**config.mk**
```make
export PLATFORM = sky130hd
export DESIGN_NAME = modn_down_timer_flat
export DESIGN_NICKNAME = d
export VERILOG_FILES = /design/src/rtl/modn_down_timer_if.sv /design/src/rtl/modn_down_timer.sv /design/src/flat_wrapper.sv
export SDC_FILE = /design/constraint.sdc
export NUM_CORES = 1
export LEC_CHECK = 0
export BUFFER_PORTS_ARGS = -buffer_cell sky130_fd_sc_hd__buf_2
export CORE_AREA = 2 2 39 41
export DETAILED_ROUTE_END_ITERATION = 10
export DIE_AREA = 0 0 41 43
export GPL_TIMING_DRIVEN = 0
export PLACE_DENSITY = 0.73
export SLEW_MARGIN = 40
export SYNTH_ARGS = -nofsm -noshare
export SYNTH_HDL_FRONTEND = slang
export SYNTH_SLANG_ARGS = --single-unit
export TNS_END_PERCENT = 20
```
**constraint.sdc**
```tcl
create_clock -name clk -period 2.95 [get_ports clk]
set_input_delay 0 -clock clk [delete_from_list [all_inputs] [get_ports clk]]
set_output_delay 0 -clock clk [all_outputs]
set_load 0.1 [all_outputs]
```
**src/rtl/modn_down_timer_if.sv**
```systemverilog
// Control/status bundle for modn_down_timer.
//   master : drives en, load, load_val, start, stop, auto_reload; observes status
//   slave  : the timer; observes controls, drives count, tc, busy, done
interface modn_down_timer_if #(
  parameter int WIDTH = 4
);
  logic             en;
  logic             load;
  logic [WIDTH-1:0] load_val;
  logic             start;
  logic             stop;
  logic             auto_reload;
  logic [WIDTH-1:0] count;
  logic             tc;
  logic             busy;
  logic             done;

  modport master (
    output en, load, load_val, start, stop, auto_reload,
    input  count, tc, busy, done
  );

  modport slave (
    input  en, load, load_val, start, stop, auto_reload,
    output count, tc, busy, done
  );
endinterface

```
**src/rtl/modn_down_timer.sv**
```systemverilog
// Programmable modulo-N down counter/timer. Counts a loaded value down to 0,
// pulses tc for one cycle at terminal count, then reloads (periodic) or
// parks in DONE (one-shot).
// Ports:
//   clk    : rising-edge clock
//   resetn : asynchronous active-low reset
//   tif    : slave side of modn_down_timer_if (controls in, count/tc/busy/done out)
//
// state | meaning
// IDLE  | stopped, count held, en ignored
// RUN   | decrementing on en=1 cycles
// DONE  | one-shot expired, count held at 0
module modn_down_timer #(
  parameter int WIDTH = 4,
  parameter int N     = 15
) (
  input  logic               clk,
  input  logic               resetn,
  modn_down_timer_if.slave   tif
);

  localparam logic [WIDTH-1:0] RST_VAL = WIDTH'(N);

  typedef enum logic [1:0] {
    IDLE = 2'd0,
    RUN  = 2'd1,
    DONE = 2'd2
  } state_t;

  state_t           state;
  logic [WIDTH-1:0] count_q;
  logic [WIDTH-1:0] reload_q;
  logic             tc_q;
  logic             busy_q;
  logic             done_q;

  // busy/done are updated alongside state so they stay registered outputs.
  always_ff @(posedge clk or negedge resetn) begin
    if (!resetn) begin
      state    <= IDLE;
      count_q  <= RST_VAL;
      reload_q <= RST_VAL;
      tc_q     <= 1'b0;
      busy_q   <= 1'b0;
      done_q   <= 1'b0;
    end else begin
      tc_q <= 1'b0;
      if (tif.load) begin
        count_q  <= tif.load_val;
        reload_q <= tif.load_val;
        state    <= RUN;
        busy_q   <= 1'b1;
        done_q   <= 1'b0;
      end else if (tif.start) begin
        count_q <= reload_q;
        state   <= RUN;
        busy_q  <= 1'b1;
        done_q  <= 1'b0;
      end else if (tif.stop) begin
        state  <= IDLE;
        busy_q <= 1'b0;
        done_q <= 1'b0;
      end else if (state == RUN && tif.en) begin
        if (count_q != '0) begin
          count_q <= count_q - WIDTH'(1);
        end else begin
          // Terminal edge: auto_reload is sampled only here.
          tc_q <= 1'b1;
          if (tif.auto_reload) begin
            count_q <= reload_q;
          end else begin
            state  <= DONE;
            busy_q <= 1'b0;
            done_q <= 1'b1;
          end
        end
      end
    end
  end

  assign tif.count = count_q;
  assign tif.tc    = tc_q;
  assign tif.busy  = busy_q;
  assign tif.done  = done_q;

endmodule

```
**src/flat_wrapper.sv**
```systemverilog
// flat-port wrapper written by rule: the top's interface ports become plain ports
module modn_down_timer_flat 
#(
  parameter int WIDTH = 4,
  parameter int N     = 15
)
  (clk, resetn, tif_en, tif_load, tif_load_val, tif_start, tif_stop, tif_auto_reload, tif_count, tif_tc, tif_busy, tif_done);
  modn_down_timer_if #(.WIDTH(WIDTH)) tif_i ();
  input  logic clk;
  input  logic resetn;
  input wire logic [$bits(tif_i.en)-1:0] tif_en;
  input wire logic [$bits(tif_i.load)-1:0] tif_load;
  input wire logic [$bits(tif_i.load_val)-1:0] tif_load_val;
  input wire logic [$bits(tif_i.start)-1:0] tif_start;
  input wire logic [$bits(tif_i.stop)-1:0] tif_stop;
  input wire logic [$bits(tif_i.auto_reload)-1:0] tif_auto_reload;
  output wire logic [$bits(tif_i.count)-1:0] tif_count;
  output wire logic [$bits(tif_i.tc)-1:0] tif_tc;
  output wire logic [$bits(tif_i.busy)-1:0] tif_busy;
  output wire logic [$bits(tif_i.done)-1:0] tif_done;
  assign tif_i.en = tif_en;
  assign tif_i.load = tif_load;
  assign tif_i.load_val = tif_load_val;
  assign tif_i.start = tif_start;
  assign tif_i.stop = tif_stop;
  assign tif_i.auto_reload = tif_auto_reload;
  assign tif_count = tif_i.count;
  assign tif_tc = tif_i.tc;
  assign tif_busy = tif_i.busy;
  assign tif_done = tif_i.done;
  modn_down_timer #(.WIDTH(WIDTH), .N(N)) u_core (.clk(clk), .resetn(resetn), .tif(tif_i));
endmodule
```
Word-level counts from Yosys, hierarchy flattened
Index checks and enable logic that the tools add are counted.
Widths: inputs -> output; s select.
{"block": "classes", "reduce_logical": 7, "mux": 29, "shifts": 0, "add_sub_neg": 1, "n_lt_le_gt_ge": 0, "multipliers": 0, "div": 0, "eq_ne": 4, "bitwise_logic": 0}
{"op": "$mux 4", "count": 6}
{"op": "$mux 1", "count": 17}
{"op": "$mux 2", "count": 6}
{"op": "$reduce_bool 4->1", "count": 3}
{"op": "$ne 4x4->1 const B", "count": 2}
{"op": "$reduce_and 3->1", "count": 2}
{"op": "$sub 4x1->4 const B", "count": 1}
{"op": "$ne 3x3->1 const B", "count": 1}
{"op": "$reduce_bool 3->1", "count": 1}
{"op": "$eq 2x1->1 const B", "count": 1}
{"op": "$logic_and 1x1->1", "count": 1}
{"block": "totals", "out_inout_bits": 7, "wordCells": 47, "memories": 0, "latch_bits": 0, "register_bits": 13, "in_bits": 11, "ram_bits": 0, "romBits": 0}

Longest topological paths before layout
Gate-level depths: netlist (run 1).
{"block": "depth", "ltp_word": 6, "mapped_depth": 6, "mapped_depth_nobuf": 6}

Least setup slack after synthesis (run 1)
OpenSTA, ideal clock, no wires.
{"block": "synth_timing", "path_type": "register to register", "from": "register u_core.count_q[0], in the netlist u_core.tif.count[0]", "to": "register u_core.count_q[1], in the netlist u_core.tif.count[1]", "path_buffers": 0, "setup_time_ps": 59, "t_arrival_ps": 1998, "required_ps": 2891, "stages_incl_launch_ff": 7, "slack_ps": 893, "synth_period_minus_slack_ps": 2057, "cell_sequence": "dfstp_2 inv_1 ha_1 nor3b_2 or3_1 a21oi_1 o22a_2"}
{"block": "synth_between", "elab_chain_cells": 6, "elab_cells_between_ends": 9, "classes_between": "1 x add/sub; 5 x mux; 3 x reduce/logical"}
{"item": "start: declaration", "line_no": "modn_down_timer.sv:31", "source": "logic [WIDTH-1:0] count_q;"}
{"item": "start signal: assignment", "line_no": "modn_down_timer.sv:49", "source": "count_q <= tif.load_val;"}
{"item": "start signal: assignment", "line_no": "modn_down_timer.sv:55", "source": "count_q <= reload_q;"}
{"item": "start signal: assignment", "line_no": "modn_down_timer.sv:65", "source": "count_q <= count_q - WIDTH'(1);"}
{"item": "$sub 4x1->4 / $reduce_bool 4->1 (equally long branches)", "line_no": "modn_down_timer.sv:65, modn_down_timer.sv:64"}
{"item": "$mux 4", "line_no": "modn_down_timer.sv:64", "source": "if (count_q != '0) begin"}
{"item": "$mux 4", "line_no": "modn_down_timer.sv:63", "source": "end else if (state == RUN && tif.en) begin"}
{"item": "$mux 4", "line_no": "modn_down_timer.sv:59", "source": "end else if (tif.stop) begin"}
{"item": "$mux 4", "line_no": "modn_down_timer.sv:54", "source": "end else if (tif.start) begin"}
{"item": "$mux 4", "line_no": "modn_down_timer.sv:48", "source": "if (tif.load) begin"}
Parallel ways exist; a longest one is shown, timed or not. The select of a mux whose other input is x is not followed.
A chain may end at the register's enable or synchronous reset.

Worst setup path in the final report (run 1)
Ends and elaborated chain as after synthesis.

==> run metrics, run 1 <==
status=complete, no violations; reg-to-reg critical path endpoint=u_core.tif.count[1]$_DFFE_PN1P_; fin crit share=60.2%; Sink Count=11; initial DRC count=28; syn_area_per_cell=9.59 µm²; Initial Utilization=45.0%; Area contributors post-synth=dfstp_2, dfrtp_1, o21ai_0, inv_1, nand2_1; row cnt=14; final wirelength=1390 µm; HP Class=input pin to register; Final ANT Viol Nets=0; critical path peak fanout=6; power share of the clock group=23.5%; residual overflow from global routing=0; endpoint class of the critical path=register; drt drc=0; RSZ-0062 raised after global routing=no; CTS Root Cell=clkbuf_4; vias in the first global route=515; final setup vio count=0; DR WL/cell=12.8 µm; die area=1760 µm²; post-DP HPWL=977 µm; non-filler instance count after layout=108; first-pass GRT wire length=2250 µm; Req. time, crit path=3180 ps; GPL Wtd Cong=0.763; # diodes=0; Vias=571; all-layer global routing usage=18.8%; layout cells sized above 1=40.2%; Hold Path Origin=tif_load; Cell Area, Placed=728 µm²; H-tree levels=1; slew margin rel.=67.9%; port buffer count=17; max_cap viols=0; Hold Path Stages=3; register-to-register setup slack=1170 ps; YS warnings=0; CTS tree=built; CP Launch Type=register; slowest stage delay, CP=570 ps; Layout area overhead=30.9%; x dimension of the die=41 µm; internal power component=273 µW; CP arrival=2000 ps; post-synthesis cell type count=28; Setup TNS=0 ps; Slew @ Worst Pin=484 ps; Comb power frac=34.4%; Synth Instances=65; post-synthesis sequential area ratio=45.8%; CTS Buf Count=3; pin count of the biggest net entering global routing=12; clock transition at the registers of the reported paths=80 ps; Pleak=0.370 nW; type of the worst setup path=register to register; die height=43 µm; Fin. Hold Viols=0; R2R depth=6; post-CTS setup buffers=0; reg2reg start=u_core.tif.count[0]$_DFFE_PN1P_; worst hold margin=22.0 ps; placed insts=98; area of the core=1380 µm²; VDD IR max=0.357 mV; area share of the largest cell type after synthesis=33.7%; PwrDens=564 nW/µm²; cells along the critical path=inv_1 > ha_1 > nor3b_2 > or3_1 > a21oi_1 > o22a_2; io pins=18; fin nets=105; clk buf depth=2; Max Clock Skew=4.10 ps; first-pass detailed-route iteration total=4; Post-Syn Area=623 µm²; P_sw=187 µW; slowest stage cell, crit path=dfstp_2; Max Transition Viols Final=0; Synth area leader=dfstp_2; sw frac=40.6%; Syn Nets=77; Peak Freq=0.563 GHz; fin crit period=1780 ps; flop and latch count out of synthesis=11; vias per cell=5.29; WHS Endpoint=u_core.state[0]$_DFFE_PN0P_; worst-skew pair later-pin latency=280 ps; Flop pwr share=42.0%; design area=816 µm²; initial antenna violation count=0
[per-stage QoR]
step	setup WS [ps]	total power, mW	utilization (%)
6_report	1170	0.460	59.0
3_3_place_gp	1240	0.344	52.6
5_1_grt	1080	0.481	59.0
4_1_cts	1180	0.459	59.0
3_5_place_dp	1220	0.347	52.6
2_1_floorplan	893	0.315	-
[kinds of logic (layout without fill, tap and decap cells)]
| family | after synthesis | after routing | share of synthesized area [%] |
|---|---|---|---|
| DFF | 11 | 11 | 45.8 |
| and+or+nand+nor | 19 | 19 | 19.7 |
| adders and majority gates | 1 | 1 | 2.01 |
| buffers and inverters | 9 | 36 | 5.82 |
| AOI/OAI and AO/OA | 24 | 24 | 25.3 |
| xor gates and xnor gates | 1 | 1 | 1.41 |
[registers in the layout (all words and copies together), names as in the netlist]
register	flops
u_core.reload_q	4
u_core.tif.done	1
u_core.tif.tc	1
u_core.tif.count	4
u_core.state	1
[how the worst max path moves through the flow]
stage / from / to / slack (ps) / depth (start not counted)
finish: u_core.tif.count[0]$_DFFE_PN1P_ / u_core.tif.count[1]$_DFFE_PN1P_ / 1170 / 6
global placement: u_core.tif.count[0]$_DFFE_PN1P_ / u_core.tif.count[1]$_DFFE_PN1P_ / 1240 / 6
CTS: u_core.tif.count[0]$_DFFE_PN1P_ / u_core.tif.count[1]$_DFFE_PN1P_ / 1180 / 6
detailed placement: u_core.tif.count[0]$_DFFE_PN1P_ / u_core.tif.count[1]$_DFFE_PN1P_ / 1220 / 6
global route: u_core.tif.count[0]$_DFFE_PN1P_ / u_core.tif.count[1]$_DFFE_PN1P_ / 1080 / 6
floorplan: u_core.tif.count[0]$_DFFE_PN1P_ / u_core.tif.count[1]$_DFFE_PN1P_ / 890 / 6
[cell usage after synthesis]
cell type and n:
a21oi_1 3, a31oi_1 2, a41oi_1 1, buf_2 2, dfrtp_1 3, dfstp_2 8
ha_1 1, inv_1 7, nand2_1 7, nand2b_1 2, nand4bb_1 1, nor2_1 4
nor3b_2 1, nor4_1 1, nor4b_1 1, nor4b_4 1, o211ai_1 1, o21a_1 1
o21ai_0 8, o21ai_1 2, o21ai_2 1, o21ba_2 1, o21bai_1 1, o22a_2 1
o311a_2 1, o311ai_1 1, or3_1 1, xor2_1 1
[cell type report]
type                       count  area (µm²)
fill                         123         568
inverter                       7        26.3
multi-input combinational     45         302
clock inverter                 1        5.00
timing repair buffer          23         145
tap                           16        20.0
sequential                    11         285
buffer                         2        10.0
clock buffer                   3        22.5
[cell usage in the layout (no fill, tap or decap), drive strengths merged]
cell / n
inv: 7
dlygate4sd3: 6
xor2: 1
buf: 19
o21ba: 1
clkbuf: 3
nor4: 1
dfstp: 8
a31oi: 2
o311a: 1
o211ai: 1
o21bai: 1
nand2: 7
o311ai: 1
nand2b: 2
o22a: 1
a41oi: 1
clkinv: 1
ha: 1
a21oi: 3
nor4b: 2
nor2: 4
or3: 1
o21a: 1
o21ai: 11
nand4bb: 1
nor3b: 1
dfrtp: 3
[metal layers]
layer  wire length [µm]  share of wire [%]  GRT usage [%]  up-vias
met5                  0                  0              0        -
met4                 23                1.7           8.00        0
met3                 48                3.5           4.71        3
met2                669                 48           26.9       14
met1                644                 46           26.0      268
li1                   -                  -              -      286
[power groups by stage]
stage          logic (mW)  clock network, mW  registers, mW
2_1_floorplan      0.0533                  0          0.262
3_3_place_gp        0.149                  0          0.195
3_5_place_dp        0.152                  0          0.196
4_1_cts             0.159              0.107          0.193
5_1_grt             0.170              0.115          0.196
6_report            0.158              0.108          0.193
[critical path: cells and delay by family (launching register included)]
kind	cells	cell delay [ps]
fa+ha+maj	1	260
compound gates	2	300
flops	1	570
buf+inv	1	70
simple gates	2	520
[repair_timing]
| item | in CTS | in global routing |
|---|---|---|
| endpoints found under the hold margin | 17 | 0 |
| hold buffers | 6 | 0 |
| gates resized for setup | 0 | 0 |
Note: power is estimated with default switching activity, not from simulation.
==> inputs of run 2 (changes only) <==
--- a/config.mk
+++ b/config.mk
@@ -6,11 +6,10 @@
 export NUM_CORES = 1
 export LEC_CHECK = 0
 export BUFFER_PORTS_ARGS = -buffer_cell sky130_fd_sc_hd__buf_2
-export CORE_AREA = 2 2 39 41
+export CORE_UTILIZATION = 43
 export DETAILED_ROUTE_END_ITERATION = 10
-export DIE_AREA = 0 0 41 43
 export GPL_TIMING_DRIVEN = 0
-export PLACE_DENSITY = 0.73
+export PLACE_DENSITY = 0.71
 export SLEW_MARGIN = 40
 export SYNTH_ARGS = -nofsm -noshare
 export SYNTH_HDL_FRONTEND = slang
==> constraint.sdc (replaced) <==
create_clock -name clk -period 1.63 [get_ports clk]
set_input_delay 0 -clock clk [delete_from_list [all_inputs] [get_ports clk]]
set_output_delay 0 -clock clk [all_outputs]
set_load 0.1 [all_outputs]
==> run metrics, run 2 (same netlist as run 1, synthesis figures left out) <==
PwrDens=1000 nW/µm²; first-pass GRT wire length=2480 µm; # diodes=0; pin count of the biggest net entering global routing=12; reg-to-reg critical path endpoint=u_core.tif.count[1]$_DFFE_PN1P_; x dimension of the die=40.1 µm; H-tree levels=1; Max Transition Viols Final=0; type of the worst setup path=register to register; cells along the critical path=inv_4 > ha_4 > nor3b_4 > or3_1 > a21oi_1 > o22a_2; worst hold margin=17.4 ps; Pleak=0.388 nW; slowest stage cell, crit path=dfstp_4; Max Clock Skew=5.13 ps; final setup vio count=0; CP Launch Type=register; worst-skew pair later-pin latency=270 ps; first-pass detailed-route iteration total=5; fin crit period=1620 ps; WL met2=799 µm; Crit path max-delay family=flip-flops; Vias=591; Met1 Routed Length=675 µm; Req. time, crit path=1850 ps; R2R depth=6; Peak Freq=0.618 GHz; register-to-register setup slack=10 ps; max_cap viols=0; GPL Wtd Cong=0.657; fin crit share=99.3%; CP arrival=1830 ps; RSZ-0062 raised after global routing=yes; Sink Count=11; reg2reg start=u_core.tif.count[0]$_DFFE_PN1P_; slowest stage delay, CP=640 ps; routed length on met3=63 µm; fin nets=108; io pins=18; drt drc=0; critical path peak fanout=3; final wirelength=1550 µm; CTS tree=built; CTS Buf Count=3; Setup TNS=0 ps; die area=1610 µm²; vias in the first global route=553; all-layer global routing usage=23.6%; Pwr Total=874 µW; vias per cell=5.37; area of the core=1320 µm²; CTS Root Cell=clkbuf_4; max layer used=met4; Slew @ Worst Pin=484 ps; post-DP HPWL=995 µm; DR WL/cell=14.1 µm; Final ANT Viol Nets=0; endpoint class of the critical path=register; Stages on worst setup path=6; most common cell after layout, fill and taps aside=buf_2; residual overflow from global routing=0; die height=40.1 µm; Cell Area, Placed=752 µm²; row cnt=13; design area=872 µm²; Initial Utilization=47.3%; Layout area overhead=40.0%; port buffer count=17; Fin. Hold Viols=0; clk buf depth=2; most frequent cells in the layout=buf_2, nand2_1, dfstp_2; initial antenna violation count=0; HP Class=input pin to register; layout cells sized above 1=47.4%; clock transition at the registers of the reported paths=70 ps; Worst setup startpoint=u_core.tif.count[0]$_DFFE_PN1P_; VDD IR max=0.535 mV; slew margin rel.=68.0%; status=complete, no violations; initial DRC count=18; crit path to=u_core.tif.count[1]$_DFFE_PN1P_; Buf+Inv Stages, Crit Path=1
## run 2: cell types whose count changed in the layout (fill, tap and decap cells not counted), moves of 2 or more
cell / delta
buf_4: +4
dfstp_4: +2
inv_1: -2
o21ai_0: -3
o21ai_2: +2
inv_4: +2
dfstp_2: -2
## run 2: cell type report
class | instances | area, µm²
Buffer | 2 | 10.0
Clock buffer | 4 | 26.3
Fill cell | 115 | 445
Inverter | 7 | 31.3
Multi-Input combinational cell | 45 | 328
Sequential cell | 11 | 293
Tap cell | 15 | 18.8
Timing Repair Buffer | 26 | 165
## run 2: how the worst min path moves through the flow
stage / endpoint / cells past startpoint / startpoint / slack [ps]
after global placement: u_core.tif.done$_DFFE_PN0P_ / 1 / resetn / -120
after CTS: u_core.reload_q[3]$_DFFE_PN1P_ / 3 / tif_load_val[3] / 2
after global routing: u_core.reload_q[3]$_DFFE_PN1P_ / 3 / tif_load_val[3] / 20
after detailed placement: u_core.tif.done$_DFFE_PN0P_ / 1 / resetn / -120
final: u_core.reload_q[3]$_DFFE_PN1P_ / 3 / tif_load_val[3] / 20
after floorplan: u_core.state[0]$_DFFE_PN0P_ / 0 / resetn / -300
## run 2: per-layer routing
| metal | global-route usage (%) | vias to the layer above |
|---|---|---|
| li1 | - | 295 |
| met1 | 33.2 | 279 |
| met2 | 35.5 | 15 |
| met3 | 3.33 | 2 |
| met4 | 10.3 | 0 |
| met5 | 0 | - |
## run 2: where the power goes
group / switching (mW) / internal, mW / leakage, nW
clock: 0.0955 / 0.0947 / 0.0150
sequential: 0.0379 / 0.322 / 0.123
combinational: 0.214 / 0.110 / 0.251
total: 0.347 / 0.526 / 0.388
## run 2: worst min-delay path, stage by stage
cell and delay, ps:
buf_2 80, nand2_1 80, o21ai_0 90
## run 2: what timing repair did
action	CTS	global route
setup endpoints to repair	1	4
hold buffers	5	0
buffers inserted	4	0
pin swaps	3	2
gates resized for setup	1	5
gates cloned	0	0
hold endpoints to repair	16	0
## run 2: per-stage QoR
stage / setup WS (ps) / utilization (%) / std cells
6_report: 11.5 / 66.2 / 110
5_1_grt: -31.2 / 66.2 / 110
4_1_cts: -7.81 / 65.6 / 110
3_5_place_dp: -54.0 / 57.1 / 97
3_3_place_gp: -47.4 / 57.1 / 97
2_1_floorplan: -196 / - / 65
==> inputs of run 3 (changes only) <==
--- a/config.mk
+++ b/config.mk
@@ -9,6 +9,7 @@
 export CORE_UTILIZATION = 43
 export DETAILED_ROUTE_END_ITERATION = 10
 export GPL_TIMING_DRIVEN = 0
+export HOLD_SLACK_MARGIN = 0.08
 export PLACE_DENSITY = 0.71
 export SLEW_MARGIN = 40
 export SYNTH_ARGS = -nofsm -noshare
==> run metrics, run 3 (same netlist as run 1, synthesis figures left out) <==
status=complete, no violations; vias per cell=5.28; worst hold margin=113 ps; power share of the clock group=21.5%; fin crit share=99.3%; most frequent cells in the layout=buf_2, dlygate4sd3_1, nand2_1, dfstp_2; max_cap viols=0; Req. time, crit path=1850 ps; Fin. Hold Viols=0; row cnt=13; H-tree levels=1; slowest stage delay, CP=640 ps; first-pass GRT wire length=2500 µm; x dimension of the die=40.1 µm; HP Class=input pin to async pin; final wirelength=1530 µm; Core Util, Final=69.2%; DR WL/cell=13.4 µm; CTS tree=built; Peak Freq=0.618 GHz; CTS Root Cell=clkbuf_4; CP arrival=1840 ps; Initial Utilization=47.3%; initial antenna violation count=0; die height=40.1 µm; first-pass detailed-route iteration total=4; slew margin rel.=68.0%; RSZ-0062 raised after global routing=yes; sw frac=39.5%; slowest stage cell, crit path=dfstp_4; VDD IR max=0.562 mV; pin count of the biggest net entering global routing=12; Layout area overhead=46.4%; placed insts=97; P_sw=348 µW; Setup TNS=0 ps; vias in the first global route=582; clk buf depth=2; layout cells sized above 1=45.5%; register-to-register setup slack=10 ps; cells along the critical path=inv_4 > ha_4 > nor3b_4 > or3_1 > a21oi_1 > o22a_2; Cell Area, Placed=752 µm²; io pins=18; GPL Wtd Cong=0.657; CP Launch Type=register; Max Clock Skew=2.94 ps; Vias=602; Final ANT Viol Nets=0; initial DRC count=25; CTS Buf Count=3; clock transition at the registers of the reported paths=70 ps; Comb power frac=37.8%; # diodes=0; Max Transition Viols Final=0; PwrDens=966 nW/µm²; Pleak=0.404 nW; endpoint class of the critical path=register; post-DP HPWL=995 µm; all-layer global routing usage=23.7%; most common cell after layout, fill and taps aside=buf_2; drt drc=0; design area=912 µm²; Sink Count=11; filler instances=101; non-filler instance count after layout=114; critical path peak fanout=3; fin nets=112; Flop pwr share=40.6%; port buffer count=17; die area=1610 µm²; worst-skew pair later-pin latency=270 ps; type of the worst setup path=register to register; area of the core=1320 µm²; residual overflow from global routing=0; fin crit period=1620 ps; internal power component=532 µW; final setup vio count=0; Slew @ Worst Pin=484 ps
run 3: cell types whose count changed in the layout (fill, tap and decap cells not counted), sizes merged:
cell,previous run,this run
dlygate4sd3,5,9
run 3: layer usage:
layer,up-vias,track usage [%],part of all wire (%)
li1,301,-,-
met1,282,32.9,47
met2,17,35.5,48
met3,2,3.89,4.0
met4,0,11.2,0.91
met5,-,0,0
run 3: area by class of cell:
class	count	area, µm²	share of cell area [%]
Multi-Input combinational cell	45	328	35.9
Buffer	2	10.0	1.10
Clock buffer	4	26.3	2.88
Sequential cell	11	293	32.1
Tap cell	15	18.8	2.06
Inverter	7	31.3	3.43
Timing Repair Buffer	30	205	22.5
run 3: path summary, 6_finish.rpt:
check                           cells after the start                            start                         endpoint
worst max-delay path                                6  u_core.tif.count[0]$_DFFE_PN1P_  u_core.tif.count[1]$_DFFE_PN1P_
worst min-delay path                                2                           resetn      u_core.tif.done$_DFFE_PN0P_
worst max register to register                      6  u_core.tif.count[0]$_DFFE_PN1P_  u_core.tif.count[1]$_DFFE_PN1P_
worst min register to register                      2   u_core.reload_q[1]$_DFFE_PN1P_   u_core.reload_q[1]$_DFFE_PN1P_
max in group asynchronous                           2                           resetn   u_core.reload_q[1]$_DFFE_PN1P_
min in group clk                                    4                  tif_auto_reload      u_core.tif.done$_DFFE_PN0P_
run 3: stage by stage:
stage / total power, mW / setup slack [ps]
CTS: 0.884 / -7.81
global placement: 0.645 / -47.4
detailed placement: 0.649 / -54.0
floorplan: 0.588 / -196
global route: 0.924 / -33.0
finish: 0.881 / 11.9
run 3: power groups by stage:
stage          Clock [mW]  Sequential (mW)  Combinational, mW
2_1_floorplan           0            0.483              0.105
3_3_place_gp            0            0.362              0.283
3_5_place_dp            0            0.362              0.286
4_1_cts             0.197            0.357              0.330
5_1_grt             0.202            0.362              0.360
6_report            0.190            0.358              0.333
run 3: worst max-delay path, delay by kind of cell, from the launching register on:
kind | cells | cell delay, ps
flip-flops | 1 | 640
AND/OR/NAND/NOR | 2 | 470
AO/OA/AOI/OAI | 2 | 270
adder cells (fa/ha/maj) | 1 | 150
buffers and inverters | 1 | 40
run 3: repair_timing:
| item | 4_1_cts | 5_1_grt |
|---|---|---|
| buffers inserted | 4 | 0 |
| cloned | 0 | 0 |
| hold buffers | 9 | 0 |
| hold endpoints to repair | 20 | 0 |
| pin swaps | 3 | 2 |
| resized for setup | 1 | 5 |
| endpoints found under the setup margin | 1 | 4 |
